File: src/rtl/knn_infer_scheduler.sv
// knn_infer_scheduler: round-robin arbiter in front of one shared KNN
// inference datapath. It grants a requester, launches the distance/sort
// stage, follows valid_sort and inference_done, and returns the voted
// label (or a timeout error) to the granted requester.
module knn_infer_scheduler #(
   parameter int N_REQ   = 4,
   parameter int TYPE_W  = 2,
   parameter int TIMEOUT = 1024
) (
   input  logic                      clk,
   input  logic                      rst,
   input  logic [N_REQ-1:0]          req_valid,
   output logic [N_REQ-1:0]          req_ready,
   output logic [$clog2(N_REQ)-1:0]  grant_id,
   output logic                      start_knn,
   input  logic                      valid_sort,
   input  logic                      inference_done,
   input  logic [TYPE_W-1:0]         inferred_type,
   output logic [N_REQ-1:0]          resp_valid,
   output logic [TYPE_W-1:0]         resp_type,
   output logic                      resp_err,
   output logic                      busy
);
   localparam int ID_W  = $clog2(N_REQ);
   // One spare count so the value reached on the expiry cycle never wraps.
   localparam int CNT_W = $clog2(TIMEOUT + 1);

   typedef enum logic [2:0] {
      S_IDLE, S_GRANT, S_WAIT_SORT, S_WAIT_INFER, S_RESPOND
   } state_t;

   state_t             state_reg, state_next;
   logic [ID_W-1:0]    grant_reg, grant_next;
   logic [ID_W-1:0]    rr_ptr_reg, rr_ptr_next;
   logic [CNT_W-1:0]   cnt_reg, cnt_next;

   logic [ID_W-1:0]    pick_id;
   logic [ID_W:0]      idx_w;
   logic               expire;
   logic               done_hit;
   logic [N_REQ-1:0]   grant_onehot_next;
   logic [N_REQ-1:0]   grant_onehot;

   logic [N_REQ-1:0]   req_ready_next;
   logic               start_knn_next;
   logic [N_REQ-1:0]   resp_valid_next;
   logic [TYPE_W-1:0]  resp_type_next;
   logic               resp_err_next;
   logic               busy_next;

   // Round-robin pick: scan from rr_ptr upward with wraparound; the loop runs
   // from the farthest offset down so the nearest requesting index wins.
   always_comb begin
      pick_id = '0;
      idx_w   = '0;
      for (int i = N_REQ - 1; i >= 0; i--) begin
         idx_w = {1'b0, rr_ptr_reg} + (ID_W+1)'(i);
         if (idx_w >= (ID_W+1)'(N_REQ)) begin
            idx_w = idx_w - (ID_W+1)'(N_REQ);
         end
         if (req_valid[idx_w[ID_W-1:0]]) begin
            pick_id = idx_w[ID_W-1:0];
         end
      end
   end

   // The counter holds the number of cycles elapsed since the start pulse,
   // so expiry lands TIMEOUT cycles after start_knn.
   assign expire   = (cnt_reg == CNT_W'(TIMEOUT - 1));
   assign done_hit = (state_reg == S_WAIT_INFER) && inference_done;

   for (genvar gi = 0; gi < N_REQ; gi++) begin : g_onehot
      assign grant_onehot_next[gi] = (grant_next == ID_W'(gi));
      assign grant_onehot[gi]      = (grant_reg == ID_W'(gi));
   end

   // Next-state, grant latch, pointer advance and watchdog counter.
   always_comb begin
      state_next  = state_reg;
      grant_next  = grant_reg;
      rr_ptr_next = rr_ptr_reg;
      cnt_next    = '0;
      case (state_reg)
         S_IDLE: begin
            if (|req_valid) begin
               grant_next = pick_id;
               state_next = S_GRANT;
            end
         end
         S_GRANT: begin
            cnt_next   = cnt_reg + 1'b1;
            state_next = S_WAIT_SORT;
         end
         S_WAIT_SORT: begin
            cnt_next = cnt_reg + 1'b1;
            if (expire) begin
               state_next = S_RESPOND;
            end else if (valid_sort) begin
               state_next = S_WAIT_INFER;
            end
         end
         S_WAIT_INFER: begin
            cnt_next = cnt_reg + 1'b1;
            if (inference_done || expire) begin
               state_next = S_RESPOND;
            end
         end
         S_RESPOND: begin
            rr_ptr_next = (grant_reg == ID_W'(N_REQ - 1)) ? '0 : grant_reg + 1'b1;
            state_next  = S_IDLE;
         end
         default: state_next = S_IDLE;
      endcase
   end

   // Output decode from the upcoming state so every port is a flop.
   always_comb begin
      req_ready_next  = '0;
      start_knn_next  = 1'b0;
      resp_valid_next = '0;
      resp_type_next  = '0;
      resp_err_next   = 1'b0;
      busy_next       = (state_next != S_IDLE);
      if (state_next == S_GRANT) begin
         req_ready_next = grant_onehot_next;
         start_knn_next = 1'b1;
      end
      if (state_next == S_RESPOND) begin
         resp_valid_next = grant_onehot;
         resp_err_next   = !done_hit;
         resp_type_next  = done_hit ? inferred_type : '0;
      end
   end

   // Control state registers.
   always_ff @(posedge clk) begin
      if (rst) begin
         state_reg  <= S_IDLE;
         grant_reg  <= '0;
         rr_ptr_reg <= '0;
         cnt_reg    <= '0;
      end else begin
         state_reg  <= state_next;
         grant_reg  <= grant_next;
         rr_ptr_reg <= rr_ptr_next;
         cnt_reg    <= cnt_next;
      end
   end

   // Registered outputs.
   always_ff @(posedge clk) begin
      if (rst) begin
         req_ready  <= '0;
         start_knn  <= 1'b0;
         resp_valid <= '0;
         resp_type  <= '0;
         resp_err   <= 1'b0;
         busy       <= 1'b0;
      end else begin
         req_ready  <= req_ready_next;
         start_knn  <= start_knn_next;
         resp_valid <= resp_valid_next;
         resp_type  <= resp_type_next;
         resp_err   <= resp_err_next;
         busy       <= busy_next;
      end
   end

   assign grant_id = grant_reg;

endmodule

File: config.mk
export PLATFORM = sky130hd
export DESIGN_NAME = knn_infer_scheduler
export DESIGN_NICKNAME = d
export VERILOG_FILES = /design/src/rtl/knn_infer_scheduler.sv
export SDC_FILE = /design/constraint.sdc
export NUM_CORES = 1
export LEC_CHECK = 0
export CORE_ASPECT_RATIO = 1.1
export CORE_UTILIZATION = 64
export CTS_BUF_LIST = sky130_fd_sc_hd__clkbuf_8
export CTS_CLUSTER_DIAMETER = 40
export DETAILED_ROUTE_END_ITERATION = 8
export DONT_BUFFER_PORTS = 1
export GPL_TIMING_DRIVEN = 0
export PLACE_DENSITY = 0.82
export RECOVER_POWER = 50
export SLEW_MARGIN = 20
export SYNTH_ARGS = -nofsm -noshare
export SYNTH_HDL_FRONTEND = slang
export SYNTH_SLANG_ARGS = --single-unit
File: constraint.sdc
create_clock -name clk -period 1.89 [get_ports clk]
set_input_delay 0 -clock clk [delete_from_list [all_inputs] [get_ports clk]]
set_output_delay 0 -clock clk [all_outputs]
set_load 0.02 [all_outputs]
==> results.yml, run 1 <==
outcome:
  outcome: "complete, but fails checks"
  violations_in_the_final_reports: "DRC"
grt:
  vias_in_the_first_global_route: 809
  track_usage_pct: 24.4
  globalRouteMet2Util_pct: 46.9
  met3_usage_pct: 8.30
  globalRouteOverflowTotal: 0
  antenna_found_initial: 0
  grt_max_degree: 11
  top_usage_layer: "met2"
  grt_pass1_wl_um: 3480
  global_route.usage.met1_pct: 22.7
logic_synthesis:
  synthSimpleGateAreaFrac_pct: 28.0
  synth_async_sr_flop_share_pct: 0
  post_synth_mux_area_share_pct: 0.813
  yosysSeqAreaShare_pct: 50.4
  synth_top_family_by_area: "simple AND/OR/NAND/NOR gates"
  synth_largest_area_cell: "sky130_fd_sc_hd__dfxtp_1"
  yosys.area_share.adder_pct: 5.08
  compound_gate_fraction_of_synth_area_pct: 6.10
  synthFlopType: "sky130_fd_sc_hd__dfxtp_1"
  synth_area_um2: 1230
  synth_area_leaders: "sky130_fd_sc_hd__dfxtp_1 50%, sky130_fd_sc_hd__xor2_1 5.7%, sky130_fd_sc_hd__nor2_1 5.5%"
  ys_warn_count: 0
  number_of_enable_type_register_cells_in_the_synthesized_netlist: 0
  synth.most_common_cell: "sky130_fd_sc_hd__dfxtp_1"
  yosys.area_share.xor_xnor_pct: 6.40
  synth.distinct_cells: 32
  synthCells: 129
  fraction_of_post_synthesis_cell_area_in_the_top_cell_type_by_area_pct: 50.4
  synth_common_cells: "31 x sky130_fd_sc_hd__dfxtp_1, 18 x sky130_fd_sc_hd__nor2_1, 9 x sky130_fd_sc_hd__nand2_1"
  syn_avg_cell_area_um2: 9.54
  synth-seq-cells: 31
  postSynthNetCount: 144
detailed_routing:
  route.final.wire_length_um: 2340
  detail_route.vias_per_cell: 5.74
  drtAntennaViolNets: 0
  dr.pass1.iters: 8
  dr_total_vias: 930
  route.detailed.wl_per_inst_um: 14.4
  drt_first_iter_violations: 20
  remaining_drc_errors: 3
timing:
  setup_total_negative_slack_ps: 0
  setup_repair_after_global_routing_missed_its_margin: "no"
  finalHoldViolations: 0
  final-setup-viol-count: 0
  final.period_utilization_pct: 83.4
  fin_worst_skew_ps: 4.10
  maxSlewViolCount: 0
  fin_crit_ps: 1580
  final.hold.worst_slack_ps: 12.0
  timing.max_slew.rel_slack_pct: 64.2
  worst_margin_slew_ps: 536
  fmax_mhz: 634
die:
  die-width_um: 43.8
  core_um2: 1800
  floorplan.die.height_um: 48
  ios: 25
  effective_utilization_at_floorplan_pct: 68.3
  die_area_um2: 2100
  placement_rows: 16
worst_setup_path:
  timing.setup.critical_path_class: "reg -> reg"
  critical_path_required_ps: 2110
  reg2reg_depth: 5
  reg2reg_from: "cnt_reg[2]"
  worstPathMaxFanout: 6
  critPathCaptureType: "flop"
  worst_setup_path_start_kind: "flop"
  critical_path.reg2reg.endpoint: "resp_valid[1]"
  timing.reg2reg.setup_slack_ps: 310
  timing.critical_path.arrival_ps: 1790
layout:
  layout-area-overhead-vs-synth_pct: 15.4
  largest_register_ff_count: 11
  final_core_utilization_pct: 78.9
  layout.cell_area.non_filler_um2: 1420
  drive_gt1_share_pct: 8.33
  nets: 159
  antenna_cells_inserted: 0
  n_fill_cell: 125
placed_design:
  placed_cell_area_um2: 1250
  place.detailed.hpwl_um: 1450
  finalWeightedCongestion: 0.793
  port_buffers: 0
clock_tree:
  number_of_sinks_on_the_clock_net: 31
  clk_root_buffer_cell: "sky130_fd_sc_hd__clkbuf_8"
  max-clock-path-buffers: 2
  tritoncts_buffers: 5
  insertion_delay_ps: 280
  ctsHtreeMaxLevel: 2
  clock_slew_at_the_register_clock_pins_of_the_worst_setup_and_hold_paths_ps: 60
  post_cts_buffers: 0
  tritoncts: "done"
worst_hold_path:
  hold_path_depth: 2
  holdPathEnd: "req_ready[1]"
  hold_class: "in -> reg"
  min_from: "req_valid[3]"
power:
  post-layout-total-power_w: 0.00141
  power.density_nw_per_um2: 990
  max-vdd-ir-drop_mv: 0.645
  cellLeakagePower_nw: 0.564
run:
  cap_violations: 0
cells by family (layout without fill, tap and decap cells):
group	after synthesis	count (layout)
buffers and inverters	8	23
flip-flops	31	31
AND/OR/NAND/NOR	63	63
multiplexers	1	1
XOR/XNOR	9	9
adder cells (fa/ha/maj)	5	5
AO/OA/AOI/OAI	12	12
layout make-up:
class / count / area (um^2) / share of cell area [%]
timing repair buffer: 8 / 80.1 / 5.63
buffer: 3 / 20.0 / 1.41
inverter: 5 / 18.8 / 1.32
multi-input combinational: 90 / 572 / 40.2
sequential: 31 / 621 / 43.7
tap: 18 / 22.5 / 1.58
clock inverter: 1 / 5.00 / 0.352
clock buffer: 6 / 82.6 / 5.81
report_power, final:
part / internal (W) / switching [W] / leakage (nW)
clock: 0.000285 / 0.000227 / 0.0470
combinational: 0.0000703 / 0.0000794 / 0.265
sequential: 0.000688 / 0.0000567 / 0.252
total: 0.00104 / 0.000364 / 0.564
how the worst max path moves through the flow:
stage | startpoint | to | slack [ps] | cells after the start
after floorplan | state_reg[2] | req_ready[3] | 470 | 4
after global placement | cnt_reg[2] | resp_valid[2] | 390 | 5
after detailed placement | cnt_reg[2] | resp_valid[0] | 340 | 5
after CTS | cnt_reg[0] | resp_valid[1] | 310 | 4
after global routing | cnt_reg[0] | resp_valid[1] | 160 | 4
final | cnt_reg[2] | resp_valid[1] | 310 | 5
metal layers:
metal	part of all wire, %	routed length [um]
met1	38	878
met2	56	1300
met3	4.7	109
met4	2.3	53
met5	0	0
metrics by stage:
stage          std cells  setup WS, ps
2_1_floorplan        129           470
3_3_place_gp         147           394
3_5_place_dp         147           342
4_1_cts              162           306
5_1_grt              162           158
6_report             162           313
timing repair:
action	4_1_cts	5_1_grt
endpoints found under the hold margin	12	0
hold buffers	8	0
resized for setup	0	0
worst max-delay path, stage by stage, from the launching register on:
cell,delay (ps)
sky130_fd_sc_hd__dfxtp_1,400
sky130_fd_sc_hd__and4_1,210
sky130_fd_sc_hd__buf_2,160
sky130_fd_sc_hd__nand4b_1,180
sky130_fd_sc_hd__a21oi_1,370
sky130_fd_sc_hd__and2_1,190
placed cells by master (no fill, tap or decap), types with 2 or more instances in the layout:
cell	Yosys	routed
sky130_fd_sc_hd__dlygate4sd3_1	0	8
sky130_fd_sc_hd__o21ai_0	3	3
sky130_fd_sc_hd__a21boi_0	2	2
sky130_fd_sc_hd__nand3_1	5	5
sky130_fd_sc_hd__a21oi_1	4	4
sky130_fd_sc_hd__nand2_1	9	9
sky130_fd_sc_hd__and4_1	2	2
sky130_fd_sc_hd__nor3b_1	2	2
sky130_fd_sc_hd__nor3b_2	2	2
sky130_fd_sc_hd__inv_1	5	5
sky130_fd_sc_hd__and2_1	6	5
sky130_fd_sc_hd__nor2b_1	4	4
sky130_fd_sc_hd__dfxtp_1	31	31
sky130_fd_sc_hd__nand4_1	4	4
sky130_fd_sc_hd__ha_1	5	5
sky130_fd_sc_hd__and3_1	2	2
sky130_fd_sc_hd__clkbuf_8	0	6
sky130_fd_sc_hd__nor2_1	18	18
sky130_fd_sc_hd__nor3_1	3	3
sky130_fd_sc_hd__xor2_1	8	8
Note: power is estimated with default switching activity, not from simulation.
==> run 2, diff against run 1 <==
- CORE_UTILIZATION: 64 -> 58
- PLACE_DENSITY: 0.82 -> 0.78
- clock period: 1.89 -> 1.36 ns (I/O delays scaled with it)
==> run 2 against run 1 <==
  * The flow finishes with violations (setup timing)
  * Clock skew increased by 3.4 ps
  * Sequential power is 40% higher
  * Cell area rose by 7.2%
==> results.yml, run 2 (synthesis results as in run 1) <==
outcome:
  outcome: "complete, but fails checks"
  violations_in_the_final_reports: "setup timing"
grt:
  globalRouteOverflowTotal: 0
  grt_pass1_wl_um: 3680
  vias_in_the_first_global_route: 917
  track_usage_pct: 23.3
  antenna_found_initial: 0
  grt_max_degree: 11
placed_design:
  port_buffers: 0
  finalWeightedCongestion: 0.817
  placed_cells: 157
  place.detailed.hpwl_um: 1460
power:
  power.density_nw_per_um2: 1290
  max-vdd-ir-drop_mv: 0.860
  cellLeakagePower_nw: 0.607
layout:
  n_fill_cell: 151
  final_core_utilization_pct: 76.2
  largest_register_ff_count: 11
  mostFrequentLayoutCell: "sky130_fd_sc_hd__dfxtp_1"
  area_of_combinational_cells_with_multiple_inputs_um2: 612
  drive_gt1_share_pct: 22.5
  layout-area-overhead-vs-synth_pct: 23.8
  layout_common_cells: "24 x sky130_fd_sc_hd__dfxtp_1, 18 x sky130_fd_sc_hd__nor2_1, 8 x sky130_fd_sc_hd__nand2_1, 8 x sky130_fd_sc_hd__xor2_1, 8 x sky130_fd_sc_hd__buf_4"
  antenna_cells_inserted: 0
  nets: 165
  post_layout_nonfiller_instances: 179
  seq_area_um2: 629
worst_setup_path:
  worst_path_largest_cell_delay_ps: 530
  reg2reg_depth: 5
  timing.reg2reg.setup_slack_ps: -90
  timing.setup.critical_path_class: "reg -> reg"
  worstSetupPathDepth: 5
  worstPathMaxFanout: 8
  cpMaxStageDelayCell: "sky130_fd_sc_hd__or4_4"
  worst_setup_path_start_kind: "flop"
  worstPathBufferInverterCount: 2
  critical-path-top-delay-family: "simple AND/OR/NAND/NOR gates"
  crit_chain: "or4_4, or2_1, buf_6, buf_4, nand2_2"
  critical_path_required_ps: 1580
  timing.critical_path.arrival_ps: 1680
  cp-startpoint: "state_reg[1]"
  reg2reg_from: "state_reg[1]"
  critPathCaptureType: "flop"
die:
  core_um2: 2000
  floorplan.die.height_um: 50.3
  placement_rows: 17
  die-width_um: 45.9
  ios: 25
  effective_utilization_at_floorplan_pct: 61.6
  die_area_um2: 2310
timing:
  finalHoldViolations: 0
  worst_margin_slew_ps: 545
  maxSlewViolCount: 0
  final-setup-viol-count: 12
  fmax_mhz: 688
  final.period_utilization_pct: 107
  setup_slack_ps: -92.5
  fin_worst_skew_ps: 7.52
  timing.max_slew.rel_slack_pct: 63.4
  final.hold.worst_slack_ps: 14.3
  fin_crit_ps: 1450
  setup_repair_after_global_routing_missed_its_margin: "yes"
detailed_routing:
  route.final.wire_length_um: 2580
  route.detailed.wl_per_inst_um: 14.4
  detail_route.vias_per_cell: 5.51
  drt_first_iter_violations: 18
  drtAntennaViolNets: 0
  dr.pass1.iters: 4
  dr_total_vias: 987
  remaining_drc_errors: 0
run:
  cap_violations: 0
worst_hold_path:
  hold_path_depth: 2
  hold_class: "in -> reg"
  min_from: "req_valid[3]"
clock_tree:
  clock_slew_at_the_register_clock_pins_of_the_worst_setup_and_hold_paths_ps: 60
  max-clock-path-buffers: 2
  tritoncts: "done"
  number_of_sinks_on_the_clock_net: 31
  ctsHtreeMaxLevel: 2
  tritoncts_buffers: 5
  insertion_delay_ps: 280
  clk_root_buffer_cell: "sky130_fd_sc_hd__clkbuf_8"
run 2: changes by cell type in the layout (fill, tap and decap cells not counted), moves of 2 or more:
| cell | before | now |
|---|---|---|
| sky130_fd_sc_hd__dfxtp_1 | 31 | 24 |
| sky130_fd_sc_hd__o21ai_0 | 3 | 1 |
| sky130_fd_sc_hd__nor3_2 | 0 | 2 |
| sky130_fd_sc_hd__nor3_1 | 3 | 1 |
| sky130_fd_sc_hd__dlygate4sd3_1 | 8 | 6 |
| sky130_fd_sc_hd__a21oi_1 | 4 | 2 |
| sky130_fd_sc_hd__a21oi_2 | 0 | 2 |
| sky130_fd_sc_hd__inv_1 | 5 | 7 |
| sky130_fd_sc_hd__dfxtp_2 | 0 | 7 |
| sky130_fd_sc_hd__buf_4 | 0 | 8 |
| sky130_fd_sc_hd__o21ai_1 | 0 | 2 |
run 2: worst paths after layout:
kind | end
worst min register to register | rr_ptr_reg[0]
worst max-delay path | state_reg[0]
worst max register to register | state_reg[0]
worst min-delay path | req_ready[1]
run 2: worst reg2reg max path: cells and delay by family (launching register included):
family	cells	cell delay [ps]
simple gates	3	800
flops	1	320
buf+inv	2	270
run 2: timing repair:
action | CTS | global route
pin swaps | 7 | 6
gates resized for setup | 8 | 12
hold buffers | 3 | 3
endpoints found under the hold margin | 11 | 7
endpoints found under the setup margin | 11 | 22
setup buffers | 3 | 5
run 2: through the flow:
| step | setup WS (ps) | setup TNS [ps] | power, W | cell area (um^2) |
|---|---|---|---|---|
| global placement | -110 | -894 | 0.00123 | 1270 |
| floorplan | -58.3 | -264 | 0.00119 | 1240 |
| CTS | -87.6 | -439 | 0.00193 | 1420 |
| global route | -148 | -1310 | 0.00205 | 1520 |
| finish | -92.5 | -692 | 0.00196 | 1520 |
| detailed placement | -133 | -1080 | 0.00124 | 1270 |
run 2: layer usage:
layer / up-vias / global-route usage, % / wire length (um)
li1: 475 / - / -
met1: 456 / 22.6 / 1040
met2: 41 / 37.6 / 1300
met3: 15 / 11.9 / 129
met4: 0 / 14.7 / 108
met5: - / 0 / 0
run 2: final cells by class:
cell class | instances | share of cell area [%]
buffer | 3 | 1.81
clock buffer | 5 | 4.52
clock inverter | 3 | 0.821
inverter | 5 | 1.23
multi-input combinational | 90 | 40.1
sequential | 31 | 41.3
tap | 28 | 2.30
timing repair buffer | 14 | 7.88
run 2: report_power, final:
part	internal, W	switching, W
clock network	0.000343	0.000321
registers	0.000961	0.0000792
logic	0.000123	0.000137
